`config.mk`:
```
export PLATFORM = sky130hd
export DESIGN_NAME = spi_master_multi_flat
export DESIGN_NICKNAME = d
export VERILOG_FILES = /design/src/rtl/spi_master_multi_if.sv /design/src/rtl/spi_master_multi.sv /design/src/flat_wrapper.sv
export SDC_FILE = /design/constraint.sdc
export NUM_CORES = 1
export LEC_CHECK = 0
export BUFFER_PORTS_ARGS = -buffer_cell sky130_fd_sc_hd__buf_2
export CORE_ASPECT_RATIO = 0.9
export CORE_MARGIN = 2
export CORE_UTILIZATION = 49
export CTS_CLUSTER_SIZE = 40
export DETAILED_ROUTE_END_ITERATION = 10
export HOLD_SLACK_MARGIN = 0.1
export PLACE_DENSITY = 0.74
export SYNTH_ARGS = -nofsm -noshare
export SYNTH_HDL_FRONTEND = slang
export SYNTH_SLANG_ARGS = --single-unit
```
`constraint.sdc`:
```
create_clock -name clk -period 1.85 [get_ports clk]
set_input_delay 0.37 -clock clk [delete_from_list [all_inputs] [get_ports clk]]
set_output_delay 0.37 -clock clk [all_outputs]
set_load 0.02 [all_outputs]
```
`src/rtl/spi_master_multi_if.sv`:
```
// ----------------------------------------------------------------------------
// spi_master_multi_if
//   Bundles the host strobe interface and the SPI pin signals of
//   spi_master_multi so one handle carries the whole bus.
//
// Parameters
//   BITS    word length in bits
//   NUM_SS  number of active-low slave-select lines
//   SS_W    width of the slave index; defaults to $clog2(NUM_SS), or 1 when
//           NUM_SS is 1. It can be made wider so that indices beyond NUM_SS-1
//           can be presented.
//
// Signals
//   cpol, cpha   SPI mode inputs (host -> master)
//   ss_sel       target slave index (host -> master)
//   data_ready   start strobe (host -> master)
//   data_in      transmit word (host -> master)
//   data_out     last received word (master -> host)
//   data_sent    one-cycle completion pulse (master -> host)
//   busy         transfer in progress (master -> host)
//   sclk, mosi   SPI clock and data out (master -> slave)
//   miso         SPI data in (slave -> master)
//   ss_n         active-low one-cold slave selects (master -> slave)
//
// Modports
//   master  the view seen by spi_master_multi
//   slave   the opposite view, used by whatever drives the host inputs and miso
//
// Handshake: data_ready is a single-cycle start request that is taken only
// while the master is idle (busy low); it is dropped, not queued, otherwise.
// data_sent marks the one cycle in which data_out first holds the new word.
// ----------------------------------------------------------------------------
interface spi_master_multi_if #(
    parameter int BITS   = 8,
    parameter int NUM_SS = 4,
    parameter int SS_W   = (NUM_SS > 1) ? $clog2(NUM_SS) : 1
);
    logic              cpol;
    logic              cpha;
    logic [SS_W-1:0]   ss_sel;
    logic              data_ready;
    logic [BITS-1:0]   data_in;
    logic [BITS-1:0]   data_out;
    logic              data_sent;
    logic              busy;
    logic              sclk;
    logic              mosi;
    logic              miso;
    logic [NUM_SS-1:0] ss_n;

    modport master (
        input  cpol, cpha, ss_sel, data_ready, data_in, miso,
        output data_out, data_sent, busy, sclk, mosi, ss_n
    );

    modport slave (
        output cpol, cpha, ss_sel, data_ready, data_in, miso,
        input  data_out, data_sent, busy, sclk, mosi, ss_n
    );
endinterface

```
`src/rtl/spi_master_multi.sv`:
```
// ----------------------------------------------------------------------------
// spi_master_multi
//   Parametrised SPI master. Runs one BITS-wide full-duplex transfer per
//   accepted strobe, in any of the four CPOL/CPHA modes, with an SCLK
//   half-period of CLK_DIV system clocks and one of NUM_SS active-low selects.
//
// Parameters
//   BITS     word length (>= 2)
//   NUM_SS   number of slave selects (>= 1)
//   CLK_DIV  clk cycles per SCLK half-period (>= 1)
//   SS_W     width of ss_sel; must match the connected interface
//
// Ports
//   clk        system clock, rising edge
//   rst_n      synchronous active-low reset
//   bus        spi_master_multi_if.master: host strobe interface + SPI pins
//   fsm_state  current FSM state (debug observation only)
//
// Build option
//   SPI_LSB_FIRST_EN  when defined, words go out on mosi and come in from
//                     miso least-significant bit first; otherwise MSB first.
//                     Ports and timing are identical either way.
//
// Sequence: IDLE -> SETUP -> XFER -> HOLD -> DONE -> IDLE.
//   SETUP and HOLD each last CLK_DIV cycles with sclk at its idle level and
//   the selected ss_n low. XFER produces 2*BITS sclk edges, one every CLK_DIV
//   cycles. DONE lasts one cycle: selects released, data_out loaded,
//   data_sent pulsed. A strobe at cycle 0 gives data_sent at cycle
//   1 + CLK_DIV*(2*BITS+2).
// ----------------------------------------------------------------------------
module spi_master_multi #(
    parameter int BITS    = 8,
    parameter int NUM_SS  = 4,
    parameter int CLK_DIV = 2,
    parameter int SS_W    = (NUM_SS > 1) ? $clog2(NUM_SS) : 1
) (
    input  logic                clk,
    input  logic                rst_n,
    spi_master_multi_if.master  bus,
    output logic [2:0]          fsm_state
);

    typedef enum logic [2:0] {
        S_IDLE  = 3'd0,
        S_SETUP = 3'd1,
        S_XFER  = 3'd2,
        S_HOLD  = 3'd3,
        S_DONE  = 3'd4
    } state_t;

    localparam int DIV_W  = (CLK_DIV > 1) ? $clog2(CLK_DIV) : 1;
    // Edge counter holds 0 .. 2*BITS-1.
    localparam int EDGE_W = $clog2(2 * BITS) + 1;

    localparam logic [DIV_W-1:0]  DIV_LAST  = DIV_W'(CLK_DIV - 1);
    localparam logic [EDGE_W-1:0] EDGE_LAST = EDGE_W'(2 * BITS - 1);

    state_t             state;
    logic [DIV_W-1:0]   div_cnt;
    logic [EDGE_W-1:0]  edge_cnt;
    logic [BITS-1:0]    tx_sh;
    logic [BITS-1:0]    rx_sh;
    logic               cpol_q;
    logic               cpha_q;

    // The edge about to be produced is a leading edge when an even number of
    // edges has already gone out. Sampling happens on leading edges in
    // cpha=0 and on trailing edges in cpha=1; every other edge is a shift edge.
    logic lead_edge;
    logic sample_edge;

    assign lead_edge   = ~edge_cnt[0];
    assign sample_edge = lead_edge ^ cpha_q;
    assign fsm_state   = state;

    // ---- bit-order helpers ------------------------------------------------
    function automatic logic first_bit(input logic [BITS-1:0] w);
`ifdef SPI_LSB_FIRST_EN
        return w[0];
`else
        return w[BITS-1];
`endif
    endfunction

    function automatic logic [BITS-1:0] tx_shift(input logic [BITS-1:0] w);
`ifdef SPI_LSB_FIRST_EN
        return w >> 1;
`else
        return w << 1;
`endif
    endfunction

    function automatic logic [BITS-1:0] rx_shift(input logic [BITS-1:0] w,
                                                 input logic          b);
`ifdef SPI_LSB_FIRST_EN
        return {b, w[BITS-1:1]};
`else
        return {w[BITS-2:0], b};
`endif
    endfunction

    // An index with no matching line leaves every select high; the transfer
    // still runs with normal timing.
    function automatic logic [NUM_SS-1:0] decode(input logic [SS_W-1:0] sel);
        logic [NUM_SS-1:0] dec;
        for (int i = 0; i < NUM_SS; i++) begin
            dec[i] = (32'(sel) != 32'(i));
        end
        return dec;
    endfunction

    // ---- single FSM, all outputs registered --------------------------------
    always_ff @(posedge clk) begin
        if (!rst_n) begin
            state         <= S_IDLE;
            div_cnt       <= '0;
            edge_cnt      <= '0;
            tx_sh         <= '0;
            rx_sh         <= '0;
            cpol_q        <= 1'b0;
            cpha_q        <= 1'b0;
            bus.sclk      <= 1'b0;
            bus.mosi      <= 1'b0;
            bus.ss_n      <= '1;
            bus.busy      <= 1'b0;
            bus.data_sent <= 1'b0;
            bus.data_out  <= '0;
        end else begin
            bus.data_sent <= 1'b0;

            case (state)
                S_IDLE: begin
                    // sclk follows cpol while idle so the slave sees the
                    // correct idle level before select goes low.
                    bus.sclk <= bus.cpol;
                    bus.busy <= 1'b0;
                    if (bus.data_ready) begin
                        cpol_q   <= bus.cpol;
                        cpha_q   <= bus.cpha;
                        tx_sh    <= bus.data_in;
                        bus.mosi <= first_bit(bus.data_in);
                        bus.ss_n <= decode(bus.ss_sel);
                        bus.busy <= 1'b1;
                        rx_sh    <= '0;
                        div_cnt  <= '0;
                        edge_cnt <= '0;
                        state    <= S_SETUP;
                    end
                end

                S_SETUP: begin
                    bus.sclk <= cpol_q;
                    if (div_cnt == DIV_LAST) begin
                        div_cnt <= '0;
                        state   <= S_XFER;
                    end else begin
                        div_cnt <= div_cnt + DIV_W'(1);
                    end
                end

                S_XFER: begin
                    if (div_cnt == DIV_LAST) begin
                        div_cnt  <= '0;
                        bus.sclk <= ~bus.sclk;
                        edge_cnt <= edge_cnt + EDGE_W'(1);

                        if (sample_edge) begin
                            rx_sh <= rx_shift(rx_sh, bus.miso);
                        end else if (cpha_q) begin
                            // cpha=1: the first leading edge presents the bit
                            // already on mosi; later leading edges advance.
                            if (edge_cnt != '0) begin
                                tx_sh    <= tx_shift(tx_sh);
                                bus.mosi <= first_bit(tx_shift(tx_sh));
                            end
                        end else if (edge_cnt != EDGE_LAST) begin
                            // cpha=0: advance on trailing edges, none after
                            // the final edge.
                            tx_sh    <= tx_shift(tx_sh);
                            bus.mosi <= first_bit(tx_shift(tx_sh));
                        end

                        if (edge_cnt == EDGE_LAST) begin
                            state <= S_HOLD;
                        end
                    end else begin
                        div_cnt <= div_cnt + DIV_W'(1);
                    end
                end

                S_HOLD: begin
                    bus.sclk <= cpol_q;
                    if (div_cnt == DIV_LAST) begin
                        div_cnt       <= '0;
                        bus.ss_n      <= '1;
                        bus.data_out  <= rx_sh;
                        bus.data_sent <= 1'b1;
                        state         <= S_DONE;
                    end else begin
                        div_cnt <= div_cnt + DIV_W'(1);
                    end
                end

                S_DONE: begin
                    bus.busy <= 1'b0;
                    state    <= S_IDLE;
                end

                default: begin
                    state    <= S_IDLE;
                    bus.ss_n <= '1;
                    bus.busy <= 1'b0;
                end
            endcase
        end
    end

endmodule
```
`src/flat_wrapper.sv`:
```
// flat-port wrapper written by rule: the top's interface ports become plain ports
module spi_master_multi_flat 
#(
    parameter int BITS    = 8,
    parameter int NUM_SS  = 4,
    parameter int CLK_DIV = 2,
    parameter int SS_W    = (NUM_SS > 1) ? $clog2(NUM_SS) : 1
)
  (clk, rst_n, fsm_state, bus_cpol, bus_cpha, bus_ss_sel, bus_data_ready, bus_data_in, bus_miso, bus_data_out, bus_data_sent, bus_busy, bus_sclk, bus_mosi, bus_ss_n);
  spi_master_multi_if #(.BITS(BITS), .NUM_SS(NUM_SS), .SS_W(SS_W)) bus_i ();
  input  logic clk;
  input  logic rst_n;
  output logic [2:0] fsm_state;
  input wire logic [$bits(bus_i.cpol)-1:0] bus_cpol;
  input wire logic [$bits(bus_i.cpha)-1:0] bus_cpha;
  input wire logic [$bits(bus_i.ss_sel)-1:0] bus_ss_sel;
  input wire logic [$bits(bus_i.data_ready)-1:0] bus_data_ready;
  input wire logic [$bits(bus_i.data_in)-1:0] bus_data_in;
  input wire logic [$bits(bus_i.miso)-1:0] bus_miso;
  output wire logic [$bits(bus_i.data_out)-1:0] bus_data_out;
  output wire logic [$bits(bus_i.data_sent)-1:0] bus_data_sent;
  output wire logic [$bits(bus_i.busy)-1:0] bus_busy;
  output wire logic [$bits(bus_i.sclk)-1:0] bus_sclk;
  output wire logic [$bits(bus_i.mosi)-1:0] bus_mosi;
  output wire logic [$bits(bus_i.ss_n)-1:0] bus_ss_n;
  assign bus_i.cpol = bus_cpol;
  assign bus_i.cpha = bus_cpha;
  assign bus_i.ss_sel = bus_ss_sel;
  assign bus_i.data_ready = bus_data_ready;
  assign bus_i.data_in = bus_data_in;
  assign bus_i.miso = bus_miso;
  assign bus_data_out = bus_i.data_out;
  assign bus_data_sent = bus_i.data_sent;
  assign bus_busy = bus_i.busy;
  assign bus_sclk = bus_i.sclk;
  assign bus_mosi = bus_i.mosi;
  assign bus_ss_n = bus_i.ss_n;
  spi_master_multi #(.BITS(BITS), .NUM_SS(NUM_SS), .CLK_DIV(CLK_DIV), .SS_W(SS_W)) u_core (.clk(clk), .rst_n(rst_n), .bus(bus_i), .fsm_state(fsm_state));
endmodule
```
# --- Word-level counts from Yosys, hierarchy flattened ---
# Index checks and enable logic that the tools add are counted.
word_totals:
  out_inout_bits: 19
  reg_bits: 42
op_classes:
  n_mux: 38
  n_eq_ne: 18
  n_reduce_logical: 19
  n_bitwise: 4
  addsub: 2
op_table:
  columns: ["cell", "n"]
  rows:
  - ["$mux 7", 6]
  - ["$mux 8", 3]
  - ["$pmux 8 s2", 1]
  - ["$mux 3", 5]
  - ["$pmux 7 s2", 1]
  - ["$ne 2x1->1 const B", 6]
  - ["$pmux 3 s4", 1]
  - ["$pmux 4 s3", 1]
  - ["$mux 1", 11]
  - ["$mux 5", 2]
  - ["$pmux 5 s2", 1]
  - ["$reduce_and 2->1", 5]
  - ["$mux 4", 2]
  - ["$ne 2x2->1 const B", 4]
  - ["$eq 3x2->1 const B", 2]
  - ["$pmux 1 s2", 3]
  - ["$reduce_and 3->1", 2]
  - ["$reduce_and 6->1", 1]
  - ["$reduce_bool 2->1", 3]
  - ["$reduce_or 3->1", 2]
  - ["$add 5x1->5 const B", 1]
  - ["$eq 5x4->1 const B", 1]
  - ["$ne 5x4->1 const B", 1]
  - ["$reduce_and 5->1", 1]
  - ["13 further kinds", 15]

# --- Depth between registers and ports, before layout ---
logic_depth:
  ltp_word: 6
  mapped_depth: 8

# --- Worst setup path after synthesis ---
# Ideal clock, no wire load.
synth_timing:
  path_kind: "flip-flop to flip-flop"
  from: "register u_core.edge_cnt[0]"
  to: "register u_core.tx_sh[1]"
  path_slack_ns: -0.130
  required_ns: 1.778
  n_path_buf: 1
  synth_period_minus_slack_ns: 1.980
  path_stages_with_launch: 9
  arrival_time_ns: 1.909
  setup_ns: 0.072
  path_cell_list: "dfxtp_1 ha_1 and3_1 ha_1 or3b_2 o211ai_2 and2_1 buf_4 mux2i_1"
synth_via:
  elab_chain_len: 4
synth_rtl:
  columns: ["element", "line", "source"]
  rows:
  - ["start, declared", "spi_master_multi.sv:60", "logic [EDGE_W-1:0] edge_cnt;"]
  - ["start signal, assigned", "spi_master_multi.sv:165", "edge_cnt <= edge_cnt + EDGE_W'(1);"]
  - ["parallel branches: the longest is 3 deep, another holds $ne 5x4->1", null, null]
  - ["$reduce_and 6->1 (no line) (*)", null, null]
  - ["end signal, assigned", "spi_master_multi.sv:140", "tx_sh <= bus.data_in;"]
  - ["end signal, assigned", "spi_master_multi.sv:173", "tx_sh <= tx_shift(tx_sh);"]
  - ["end signal, assigned", "spi_master_multi.sv:179", "tx_sh <= tx_shift(tx_sh);"]
  - ["end, declared", "spi_master_multi.sv:61", "logic [BITS-1:0] tx_sh;"]
# Every way passes the cells marked *.
# A chain may end at the register's enable or synchronous reset.

# --- Worst setup path after layout ---
# Ends and elaborated chain as after synthesis.

==> results_tabular.tex <==
\begin{tabular}{lr}
\hline
Metric & Value \\
\hline
\multicolumn{2}{l}{\textbf{Run status}} \\
Run status & completed \\
\multicolumn{2}{l}{\textbf{Drt}} \\
Post-route ant nets & 0 \\
Drt drc & 0 \\
Detailed-route vias per instance & 5.348 \\
Pre-antenna DRT Iters & 4 \\
Initial detailed-routing violation count & 52 \\
Routed via count & 1658 \\
Detailed-route wire length & 3961 um \\
Average detailed-routed wire length per instance & 12.78 um \\
\multicolumn{2}{l}{\textbf{CTS}} \\
Clock transition time at the flip-flop clock pins of the worst setup and hold paths & 0.08 ns \\
Clock Sink Count & 42 \\
Post-CTS Hold Buffers & 0 \\
Clock network latency to the later pin of the worst-skew pair & 0.30 ns \\
Clock tree from TritonCTS & built \\
Clock root buffer master & sky130\_fd\_sc\_hd\_\_clkbuf\_8 \\
Deepest clock path buffer count & 2 \\
TritonCTS buffer count & 5 \\
Level count of the clock H-tree & 2 \\
\multicolumn{2}{l}{\textbf{Yosys}} \\
Yosys top cell by area & sky130\_fd\_sc\_hd\_\_dfxtp\_1 \\
Fraction of post-synthesis cell area in the top cell type by area & 43.22\% \\
Top cells by area in the synthesized netlist & sky130\_fd\_sc\_hd\_\_dfxtp\_1, sky130\_fd\_sc\_hd\_\_a21boi\_0, sky130\_fd\_sc\_hd\_\_nand2\_1 \\
Unique masters post-synth & 43 \\
Ranking of synthesized cells by instance count & sky130\_fd\_sc\_hd\_\_dfxtp\_1, sky130\_fd\_sc\_hd\_\_nand2\_1, sky130\_fd\_sc\_hd\_\_a21boi\_0 \\
Netlist area before placement & 1946 um\^{}2 \\
Portion of the post-synthesis area used by sequential elements & 43.22\% \\
Post-synthesis register bit count & 42 \\
Gate count of the mapped netlist & 222 \\
Library cell with the highest instance count after synthesis & sky130\_fd\_sc\_hd\_\_dfxtp\_1 \\
Synth Flop Type & sky130\_fd\_sc\_hd\_\_dfxtp\_1 \\
Number of synthesis warnings & 0 \\
Async set-reset flop share out of synthesis & 0\% \\
Syn nets & 241 \\
Avg Cell Area, Syn & 8.764 um\^{}2 \\
Number of flops mapped to enable cells by yosys & 0 \\
\multicolumn{2}{l}{\textbf{Place}} \\
Half-perimeter wire length after placement & 2704 um \\
Total instance count after detailed placement & 301 \\
GPL Wtd Cong & 0.7424 \\
Placed instance area & 2248 um\^{}2 \\
Placement Setup Slack & 0.01139 ns \\
Buffers on Ports & 34 \\
\multicolumn{2}{l}{\textbf{Worst setup path}} \\
Slack of the worst reg-to-reg path & 0.07 ns \\
Delay of the slowest cell on the worst path & 0.38 ns \\
Cells on worst reg2reg path & 7 \\
Combined buffer and inverter count along the critical path & 0 \\
Endpoint type of the worst setup path & flip-flop \\
Start-to-end type of the worst setup path & reg -> reg \\
Critical Path Most Common Cell & sky130\_fd\_sc\_hd\_\_ha\_4 \\
Reg2reg end & u\_core.tx\_sh[1]\$\_SDFFE\_PN0P\_ \\
Critical path arrival & 2.01 ns \\
Worst Path Required & 2.07 ns \\
Family with the most delay on the worst path & simple AND/OR/NAND/NOR gates \\
Beginning of the worst register-to-register path & u\_core.edge\_cnt[0]\$\_SDFFE\_PN0P\_ \\
Slowest stage cell on the critical path & sky130\_fd\_sc\_hd\_\_dfxtp\_4 \\
Element type at the critical path start & flip-flop \\
Highest net fanout along the worst path & 7 \\
Chain of cells forming the critical path & ha\_4, and3\_4, ha\_4, or3b\_4, o211ai\_4, and2\_4, mux2i\_1 \\
\multicolumn{2}{l}{\textbf{STA}} \\
Accumulated negative setup slack & 0 ns \\
RSZ-0062 raised after global routing & true \\
FMAX & 0.5605 GHz \\
Worst Setup Slack, final & 0.06577 ns \\
Max-Slew Margin vs Limit & 55.88\% \\
Post-route minimum period & 1.784 ns \\
Final period utilization & 96.44\% \\
WHS & 0.2792 ns \\
Final Hold Fails & 0 \\
Setup skew after layout & 0.009808 ns \\
Slew at the pin closest to its max-slew limit & 0.6571 ns \\
Fin. max-slew vios & 0 \\
Endpoints failing setup & 0 \\
\multicolumn{2}{l}{\textbf{Finish}} \\
Proportion of layout cells with a drive suffix above 1 & 28.41\% \\
Number of diodes added for antenna fixing & 0 \\
Storage element area & 845.8 um\^{}2 \\
Filler Cell Count & 340 \\
Finished Layout Cells & 310 \\
Post-layout instance area & 2359 um\^{}2 \\
Final Net Count & 282 \\
Signed area change from the synthesized netlist to the final layout & 21.22\% \\
Multi-input combinational cell area & 1055 um\^{}2 \\
\multicolumn{2}{l}{\textbf{Floorplan}} \\
Cell row count & 21 \\
Total Die Area & 4491 um\^{}2 \\
Effective utilization at floorplan & 51.78\% \\
Top-level port count & 35 \\
Die Height & 63.78 um \\
Die Width & 70.42 um \\
Core Region & 3757 um\^{}2 \\
\multicolumn{2}{l}{\textbf{GRT}} \\
Grt ovf & 0 \\
Largest net degree at the start of global routing & 44 \\
Vias in the first global route & 1599 \\
Number of antenna violations at the first check in global routing & 0 \\
Total GRT Usage & 19.48\% \\
First-pass GRT wire length & 7058 um \\
\multicolumn{2}{l}{\textbf{Hold path}} \\
Hold path startpoint & bus\_ss\_sel[1] \\
Cell count of the worst hold path & 2 \\
Class of the tightest hold or removal check & in -> reg \\
End point of the most critical hold path & u\_core.bus.ss\_n[2]\$\_SDFFE\_PN1P\_ \\
\multicolumn{2}{l}{\textbf{Pwr}} \\
Maximum VDD drop & 0.4258 mV \\
P\_leak & 0.9128 nW \\
Pwr Density & 766.4 nW/um\^{}2 \\
\multicolumn{2}{l}{\textbf{Run}} \\
Number of maximum-capacitance constraint violations & 0 \\
\hline
\end{tabular}
==> layout by cell type, fill, tap and decap left out, types with 3 or more instances in the layout <==
cell type	instances
sky130_fd_sc_hd__nand3_1	14
sky130_fd_sc_hd__nand2_1	40
sky130_fd_sc_hd__and2_1	3
sky130_fd_sc_hd__nor3_1	3
sky130_fd_sc_hd__inv_1	7
sky130_fd_sc_hd__dfxtp_1	40
sky130_fd_sc_hd__nor2_1	7
sky130_fd_sc_hd__o21ai_0	7
sky130_fd_sc_hd__nand2b_1	4
sky130_fd_sc_hd__nand4_1	7
sky130_fd_sc_hd__buf_4	13
sky130_fd_sc_hd__xor2_1	3
sky130_fd_sc_hd__clkbuf_8	5
sky130_fd_sc_hd__buf_2	34
sky130_fd_sc_hd__a31oi_1	4
sky130_fd_sc_hd__mux2_2	6
sky130_fd_sc_hd__mux2i_1	3
sky130_fd_sc_hd__a21oi_1	3
sky130_fd_sc_hd__nor3b_1	5
sky130_fd_sc_hd__a21boi_0	20
==> cell type report <==
type,instances,share of cell area (%)
Inverter,7,1.114
Tap cell,46,2.440
Timing Repair Buffer,48,12.20
Sequential cell,42,35.86
Multi-Input combinational cell,159,44.72
Clock inverter,2,0.5836
Clock buffer,6,3.077
==> metrics by stage <==
stage | total power, W | util (%)
final | 0.001808 | 62.77
after global routing | 0.001900 | 62.77
after CTS | 0.001821 | 62.14
after detailed placement | 0.001247 | 59.84
after global placement | 0.001245 | 59.84
after floorplan | 0.001160 | -
==> flip-flops by register name, indices dropped and copies added (netlist names) <==
signal and count:
u_core.tx_sh 7, u_core.rx_sh 8, u_core.bus.sclk 1, u_core.cpha_q 1, u_core.bus.busy 1, u_core.bus.data_sent 1, u_core.edge_cnt 5, u_core.div_cnt 1
u_core.fsm_state 3, u_core.bus.data_out 8, u_core.bus.mosi 1, u_core.cpol_q 1, u_core.bus.ss_n 4
==> cells by family after synthesis <==
kind of cell / count (synthesis) / synth area share, %
compound gates: 45 / 16.01
xor+xnor: 4 / 1.801
buf+inv: 21 / 4.823
fa+ha+maj: 3 / 1.929
mux: 9 / 5.016
flops: 42 / 43.22
simple gates: 98 / 27.20
==> worst register-to-register path, cell delays in order, from the launching register on <==
cell,delay [ns]
sky130_fd_sc_hd__dfxtp_4,0.38
sky130_fd_sc_hd__ha_4,0.16
sky130_fd_sc_hd__and3_4,0.18
sky130_fd_sc_hd__ha_4,0.15
sky130_fd_sc_hd__or3b_4,0.37
sky130_fd_sc_hd__o211ai_4,0.09
sky130_fd_sc_hd__and2_4,0.21
sky130_fd_sc_hd__mux2i_1,0.18
==> routing by layer <==
metal / vias up / track usage [%] / share of wire (%)
met2: 37 / 31.72 / 45
met5: - / 0 / 0
met3: 6 / 5.205 / 4.8
met4: 0 / 5.769 / 1.1
met1: 763 / 25.40 / 49
li1: 852 / - / -
==> report_power, final <==
| group | switching, W | leakage (nW) | internal, W |
|---|---|---|---|
| Sequential | 0.0000298 | 0.342 | 0.000933 |
| Clock | 0.000312 | 0.0452 | 0.000266 |
| Combinational | 0.000148 | 0.526 | 0.000119 |
| Total | 0.000490 | 0.913 | 0.00132 |
==> worst max-delay path by stage <==
stage | slack, ns | start | cells after the start | to
final | 0.07 | u_core.edge_cnt[0]$_SDFFE_PN0P_ | 7 | u_core.tx_sh[1]$_SDFFE_PN0P_
after global routing | -0.03 | u_core.edge_cnt[0]$_SDFFE_PN0P_ | 7 | u_core.tx_sh[1]$_SDFFE_PN0P_
after CTS | 0.006 | u_core.edge_cnt[0]$_SDFFE_PN0P_ | 7 | u_core.tx_sh[1]$_SDFFE_PN0P_
after detailed placement | 0.01 | u_core.edge_cnt[0]$_SDFFE_PN0P_ | 7 | u_core.tx_sh[1]$_SDFFE_PN0P_
after global placement | 0.07 | u_core.edge_cnt[0]$_SDFFE_PN0P_ | 7 | u_core.tx_sh[1]$_SDFFE_PN0P_
after floorplan | 0.001 | u_core.edge_cnt[0]$_SDFFE_PN0P_ | 8 | u_core.tx_sh[1]$_SDFFE_PN0P_
==> repair_timing <==
item,in CTS,in global routing
setup buffers,0,1
setup endpoints to repair,0,8
resized for setup,0,3
No activity file was read; power rests on OpenSTA's default activity.
